--- src/rtl/interval_timer.sv ---
// interval_timer: interval countdown engine fed by the traffic-light time-parameter store.
// A start request selects an interval, then the timer waits one cycle for the
// store's registered lookup and captures the returned duration. The duration
// is counted down on 1 Hz ticks, and expiry is signalled with a one-cycle pulse.
module interval_timer #(
    parameter int COUNT_WIDTH = 4
) (
    input  logic                   clock,
    input  logic                   reset_n,
    input  logic                   start_timer,
    input  logic [1:0]             interval_sel,
    input  logic                   abort,
    input  logic                   tick,
    input  logic [COUNT_WIDTH-1:0] value,
    output logic [1:0]             interval,
    output logic                   busy,
    output logic                   expired,
    output logic [COUNT_WIDTH-1:0] remaining
);

    typedef enum logic [1:0] {
        IDLE = 2'b00,
        WAIT = 2'b01,
        LOAD = 2'b10,
        RUN  = 2'b11
    } state_t;

    localparam logic [COUNT_WIDTH-1:0] CNT_ZERO = '0;
    localparam logic [COUNT_WIDTH-1:0] CNT_ONE  = COUNT_WIDTH'(1);

    state_t                 state_q, state_d;
    logic [1:0]             interval_q, interval_d;
    logic                   busy_q, busy_d;
    logic                   expired_q, expired_d;
    logic [COUNT_WIDTH-1:0] remaining_q, remaining_d;

    // Next-state and output computation; abort overrides every other transition.
    always_comb begin
        state_d     = state_q;
        interval_d  = interval_q;
        busy_d      = busy_q;
        expired_d   = 1'b0;
        remaining_d = remaining_q;

        if (abort) begin
            state_d     = IDLE;
            busy_d      = 1'b0;
            remaining_d = CNT_ZERO;
        end else begin
            case (state_q)
                IDLE: begin
                    // Select 11 has no stored duration, so the request is dropped.
                    if (start_timer && (interval_sel != 2'b11)) begin
                        interval_d = interval_sel;
                        busy_d     = 1'b1;
                        state_d    = WAIT;
                    end
                end
                WAIT: begin
                    // The store registers its lookup of interval during this cycle.
                    state_d = LOAD;
                end
                LOAD: begin
                    remaining_d = value;
                    if (value == CNT_ZERO) begin
                        expired_d = 1'b1;
                        busy_d    = 1'b0;
                        state_d   = IDLE;
                    end else begin
                        state_d = RUN;
                    end
                end
                RUN: begin
                    if (tick) begin
                        if (remaining_q > CNT_ONE) begin
                            remaining_d = remaining_q - CNT_ONE;
                        end else begin
                            // Final tick: the count reaches zero and never wraps.
                            remaining_d = CNT_ZERO;
                            expired_d   = 1'b1;
                            busy_d      = 1'b0;
                            state_d     = IDLE;
                        end
                    end
                end
                default: begin
                    state_d = IDLE;
                end
            endcase
        end
    end

    // State and registered outputs, cleared asynchronously by reset_n.
    always_ff @(posedge clock or negedge reset_n) begin
        if (!reset_n) begin
            state_q     <= IDLE;
            interval_q  <= 2'b00;
            busy_q      <= 1'b0;
            expired_q   <= 1'b0;
            remaining_q <= CNT_ZERO;
        end else begin
            state_q     <= state_d;
            interval_q  <= interval_d;
            busy_q      <= busy_d;
            expired_q   <= expired_d;
            remaining_q <= remaining_d;
        end
    end

    assign interval  = interval_q;
    assign busy      = busy_q;
    assign expired   = expired_q;
    assign remaining = remaining_q;

endmodule

--- config.mk ---
export PLATFORM = sky130hd
export DESIGN_NAME = interval_timer
export DESIGN_NICKNAME = d
export VERILOG_FILES = /design/src/rtl/interval_timer.sv
export SDC_FILE = /design/constraint.sdc
export NUM_CORES = 1
export LEC_CHECK = 0
export BUFFER_PORTS_ARGS = -buffer_cell sky130_fd_sc_hd__buf_2
export CAP_MARGIN = 0
export CORE_MARGIN = 2
export CORE_UTILIZATION = 50
export DETAILED_ROUTE_END_ITERATION = 8
export PLACE_DENSITY = 0.74
export SYNTH_ARGS = -nofsm -noshare
export SYNTH_HDL_FRONTEND = slang
export SYNTH_SLANG_ARGS = --single-unit
--- constraint.sdc ---
create_clock -name clock -period 2.2 [get_ports clock]
set_input_delay 0.11 -clock clock [delete_from_list [all_inputs] [get_ports clock]]
set_output_delay 0.11 -clock clock [all_outputs]
set_load 0.02 [all_outputs]
# After elaboration in Yosys (flattened, before gate mapping)
# Index checks and enable logic that the tools add are counted.
# W data, S select, Z words.
[totals] latchBits=0 in_bits=11 rom_bits=0 register_bits=10 word_cells=46 n_memories=0 ramBits=0
[op_classes] muxes=21 eq_ne=8 mul=0 n_reduce_logical=9 n_bitwise=1 addsub=1 n_lt_le_gt_ge=1 div_mod_pow=0 n_shift=0
[op_table] operator="$mux W4" n=3
[op_table] operator="$ne A3 B3 Y1 const B" n=4
[op_table] operator="$mux W2" n=5
[op_table] operator="$mux W1" n=9
[op_table] operator="$pmux W2 S4" n=1
[op_table] operator="$pmux W4 S2" n=1
[op_table] operator="$reduce_and A3 Y1" n=2
[op_table] operator="$reduce_and A5 Y1" n=1
[op_table] operator="$eq A2 B2 Y1 const B" n=2
[op_table] operator="$gt A4 B1 Y1 const B" n=1
[op_table] operator="$logic_not A4 Y1" n=1
[op_table] operator="$reduce_bool A4 Y1" n=1
[op_table] operator="$sub A4 B1 Y4 const B" n=1
[op_table] operator="$pmux W1 S3" n=1
[op_table] operator="$reduce_bool A3 Y1" n=1
[op_table] operator="$eq A2 B1 Y1 const B" n=1
[op_table] operator="$logic_not A2 Y1" n=1
[op_table] operator="$ne A2 B2 Y1 const B" n=1
[op_table] operator="$pmux W1 S2" n=1
[op_table] operator="$reduce_and A2 Y1" n=1
[op_table] operator="$logic_and A1 B1 Y1" n=1
[op_table] operator="$not A1 Y1" n=1

# Longest topological paths before layout
[logic_depth] depth_word=5 mapped_depth=6

# Worst setup path before layout
# OpenSTA, ideal clock, no wires.
[synth_timing] path_kind="reg-to-reg" from="register remaining_q[0] (netlist: remaining[0])" to="register remaining_q[3] (netlist: remaining[3])" path_stages_with_launch=7 required_time_ns=2.118 setup_ns=0.082 period_less_slack_ns=1.780 arrival_ns=1.698 setup_slack_ns=0.420 path_cell_list="dfrtp_1 > inv_1 > ha_1 > nor2_1 > o31ai_1 > or4b_1 > a31oi_1"
[synth_via] elab_chain_len=5 word_cells_on_any_way=6
[synth_rtl] item="start, declared" line_no="35" text="logic [COUNT_WIDTH-1:0] remaining_q, remaining_d;"
[synth_rtl] item="start signal, assigned" line_no="106" text="remaining_q <= remaining_d;"
[synth_rtl] item="$sub A4 B1 Y4 / $gt A4 B1 Y1 (equally long branches)" line_no="76, 75"
[synth_rtl] item="$mux W4 *" line_no="75" text="if (remaining_q > CNT_ONE) begin"
[synth_rtl] item="$mux W4 *" line_no="74" text="if (tick) begin"
[synth_rtl] item="$pmux W4 S2 *" line_no="50" text="case (state_q)"
[synth_rtl] item="$mux W4 *" line_no="45" text="if (abort) begin"
# Every way passes the cells marked *; elsewhere a longest branch is shown, timed or not. The select of a mux whose other input is x is not followed.
# A chain may end at the register's enable or synchronous reset.

# Final worst setup path
# Same ends and word-level chain as after synthesis.

==> summary.json <==
{
  "outcome": "completed",
  "critical_path_arrival_ps": 2060,
  "synth-seq-area-share_pct": 35.91,
  "crit_path_max_fanout": 6,
  "syn-cell-area_sq_um": 696.9,
  "crit_path_top_delay_cell": "sky130_fd_sc_hd__or4b_1",
  "post_route_cells_drive_above_1_share_pct": 25.00,
  "place.detailed.hpwl_microns": 1226,
  "cts-htree-levels": 1,
  "max_clk_rate_mhz": 529.3,
  "postCtsSetupRepairBufs": 0,
  "initial_utilization_pct": 53.56,
  "worstHoldStart": "interval_sel[1]",
  "overall_overflow_remaining_after_global_route": 0,
  "final_nets": 119,
  "synthTopCellsByArea": "sky130_fd_sc_hd__dfrtp_1 (36%), sky130_fd_sc_hd__ha_1 (11%), sky130_fd_sc_hd__nor2_1 (8.1%), sky130_fd_sc_hd__inv_1 (4.8%), sky130_fd_sc_hd__a31oi_1 (3.6%)",
  "clock_latency_ps": 260,
  "synth_cells": 79,
  "ant_nets": 0,
  "vias_per_cell": 5.765,
  "criticalPathCategory": "flip-flop to flip-flop",
  "powerDensity_mw_per_mm2": 1124,
  "post_dp_cell_area_sq_um": 802.0,
  "regToRegEndpoint": "remaining[3]",
  "regToRegStartpoint": "remaining[0]",
  "setup_viol": 0,
  "maximum_number_of_pins_on_one_net_before_global_route_repair": 14,
  "grt_setup_unrepaired": "false",
  "groute.usage.overall_pct": 23.24,
  "globalplace.congestion": 0.7684,
  "routed-via-count": 663,
  "startpoint_type": "flip-flop",
  "worstHoldPathType": "primary input to flip-flop",
  "antenna_cells": 0,
  "drc": 0,
  "synth_warnings": 0,
  "post_synth_top_area_share_pct": 35.91,
  "maxCapViolCount": 0,
  "placement.io_buffers": 18,
  "worstPathCellList": "inv_1 -> ha_1 -> nor2_1 -> o31ai_1 -> or4b_1 -> a31oi_1",
  "die-height_microns": 41.34,
  "regToRegSetupSlack_ps": 310,
  "netlist.top_cell.by_area": "sky130_fd_sc_hd__dfrtp_1",
  "critPathRequiredTime_ps": 2370,
  "clk_transition_reported_paths_ps": 60,
  "totalWireLength_microns": 1538,
  "clock-skew-final_ps": 2.985,
  "clock_sinks": 10,
  "worstRegToRegCells": 6,
  "io_pins": 19,
  "number_of_global_route_vias_before_repair": 629,
  "largest_voltage_drop_on_the_vdd_net_mv": 0.7055,
  "fp.coreArea_sq_mm": 0.001301,
  "grt_pass1_wl_microns": 2532,
  "route.detailed.wl_per_inst_microns": 13.37,
  "cellLeakagePower_nw": 0.4034,
  "worst_slew_pin_slew_ps": 513.1,
  "syn-num-nets": 96,
  "chipWidth_microns": 41.34,
  "layout_worst_path_cycle_share_pct": 85.87,
  "design.die.area_sq_mm": 0.001709,
  "min_path_cells": 3,
  "power_w": 0.0009379,
  "hold_end": "interval[1]",
  "slowest_delay_ps": 520,
  "critical_path.endpoint_type": "flip-flop",
  "cts.path.max_buffers": 2,
  "core_rows": 13,
  "critical-path-top-delay-family": "simple AND/OR/NAND/NOR gates",
  "detail_route.iter0.violations": 21,
  "root_buffer": "sky130_fd_sc_hd__clkbuf_4",
  "number_of_antenna_violations_at_the_first_check_in_global_routing": 0,
  "finalHoldViolations": 0,
  "setup_total_negative_slack_ps": 0,
  "cts-buffers-inserted": 3,
  "detailedRoute.firstPassIterationCount": 4,
  "avgSynthCellArea_sq_um": 8.822,
  "final_period_minus_worst_setup_slack_ps": 1889,
  "report.final.slew_viol_count": 0,
  "flow.area_growth_from_synthesis_pct": 19.75,
  "tritoncts": "done",
  "worst-path-buf-inv": 1,
  "timing.max_slew.rel_slack_pct": 65.42,
  "ys_types": 32,
  "ys_seq_elements": 10,
  "final_cell_area_sq_um": 834.6
}
==> sequential cells by signal, summed over array words and instances (netlist names) <==
signal     cells
busy           1
expired        1
interval       2
state_q        2
remaining      4
==> cells in the mapped netlist, drive strengths merged <==
library cell / number
nor2: 15
dfrtp: 10
inv: 9
ha: 6
a31oi: 4
nand2: 4
a211oi: 2
a21oi: 2
a2bb2oi: 2
nand2b: 2
o21ai: 2
a211o: 1
a21o: 1
a22oi: 1
a32o: 1
and3b: 1
buf: 1
clkbuf: 1
mux2: 1
nand3: 1
nand3b: 1
nand4: 1
nor3: 1
o211ai: 1
o221ai: 1
o31ai: 1
o32ai: 1
o41a: 1
o41ai: 1
or3: 1
or4: 1
or4b: 1
==> routing by layer <==
metal,global-route usage (%),part of all wire [%],wire length (microns),up-vias
li1,-,-,-,327
met1,26.40,41,626,308
met2,38.67,52,793,28
met3,10.64,7.7,118,0
met4,7.258,0,0,0
met5,0,0,0,-
==> per-stage QoR <==
step | hold slack, ps | instances | util, % | worst slack (ps)
5_1_grt | 130.3 | 115 | 64.13 | 223.7
2_1_floorplan | -185.6 | 79 | - | 420.0
3_3_place_gp | -22.47 | 111 | 61.63 | 460.7
6_report | 107.0 | 115 | 64.13 | 310.9
3_5_place_dp | -22.23 | 111 | 61.63 | 352.6
4_1_cts | 106.1 | 115 | 64.13 | 329.4
==> repair_timing <==
item                                   4_1_cts  5_1_grt
hold buffers                                 1        0
endpoints found under the hold margin       10        0
resized for setup                            0        0
==> area by class of cell <==
cell class | count | area, sq um
inverter | 9 | 33.78
timing repair buffer | 20 | 107.6
sequential | 10 | 250.2
multi-input combinational | 58 | 401.6
fill | 119 | 466.7
tap | 15 | 18.77
clock buffer | 3 | 22.52
==> tightest hold or removal path, stage by stage <==
cell and delay [ps]:
sky130_fd_sc_hd__buf_2 80, sky130_fd_sc_hd__nor2_1 50, sky130_fd_sc_hd__nor2_1 90
==> report_power, final <==
part / leakage [nW] / total (W) / internal, W / switching [W]
sequential: 0.131 / 0.000309 / 0.000247 / 0.0000624
combinational: 0.258 / 0.000509 / 0.000211 / 0.000298
clock: 0.0138 / 0.000119 / 0.0000629 / 0.0000565
total: 0.403 / 0.000938 / 0.000521 / 0.000417
==> cells by family after synthesis <==
| family | count (synthesis) | share of synthesized area, % |
|---|---|---|
| mux | 1 | 1.616 |
| simple gates | 29 | 20.65 |
| fa+ha+maj | 6 | 10.77 |
| flops | 10 | 35.91 |
| buf+inv | 11 | 6.463 |
| compound gates | 22 | 24.60 |
==> placed cells by master (no fill, tap or decap), types with 2 or more instances in the layout <==
cell type	Yosys	final
sky130_fd_sc_hd__buf_2	0	18
sky130_fd_sc_hd__nor2_1	15	15
sky130_fd_sc_hd__dfrtp_1	10	10
sky130_fd_sc_hd__inv_1	9	9
sky130_fd_sc_hd__ha_1	6	6
sky130_fd_sc_hd__a31oi_1	4	4
sky130_fd_sc_hd__nand2_1	4	4
sky130_fd_sc_hd__clkbuf_4	0	3
sky130_fd_sc_hd__o21ai_0	2	2
sky130_fd_sc_hd__a2bb2oi_1	2	2
sky130_fd_sc_hd__a211oi_1	2	2
sky130_fd_sc_hd__nand2b_1	2	2
sky130_fd_sc_hd__a21oi_1	2	2
==> worst max path at each step <==
stage | depth (start not counted) | startpoint | end | slack [ps]
4_1_cts | 6 | remaining[0] | remaining[3] | 330
2_1_floorplan | 6 | remaining[0] | remaining[3] | 420
6_report | 6 | remaining[0] | remaining[3] | 310
3_3_place_gp | 6 | remaining[0] | remaining[3] | 460
3_5_place_dp | 6 | remaining[0] | remaining[3] | 350
5_1_grt | 6 | remaining[0] | remaining[3] | 220
No activity file was read; power rests on OpenSTA's default activity.
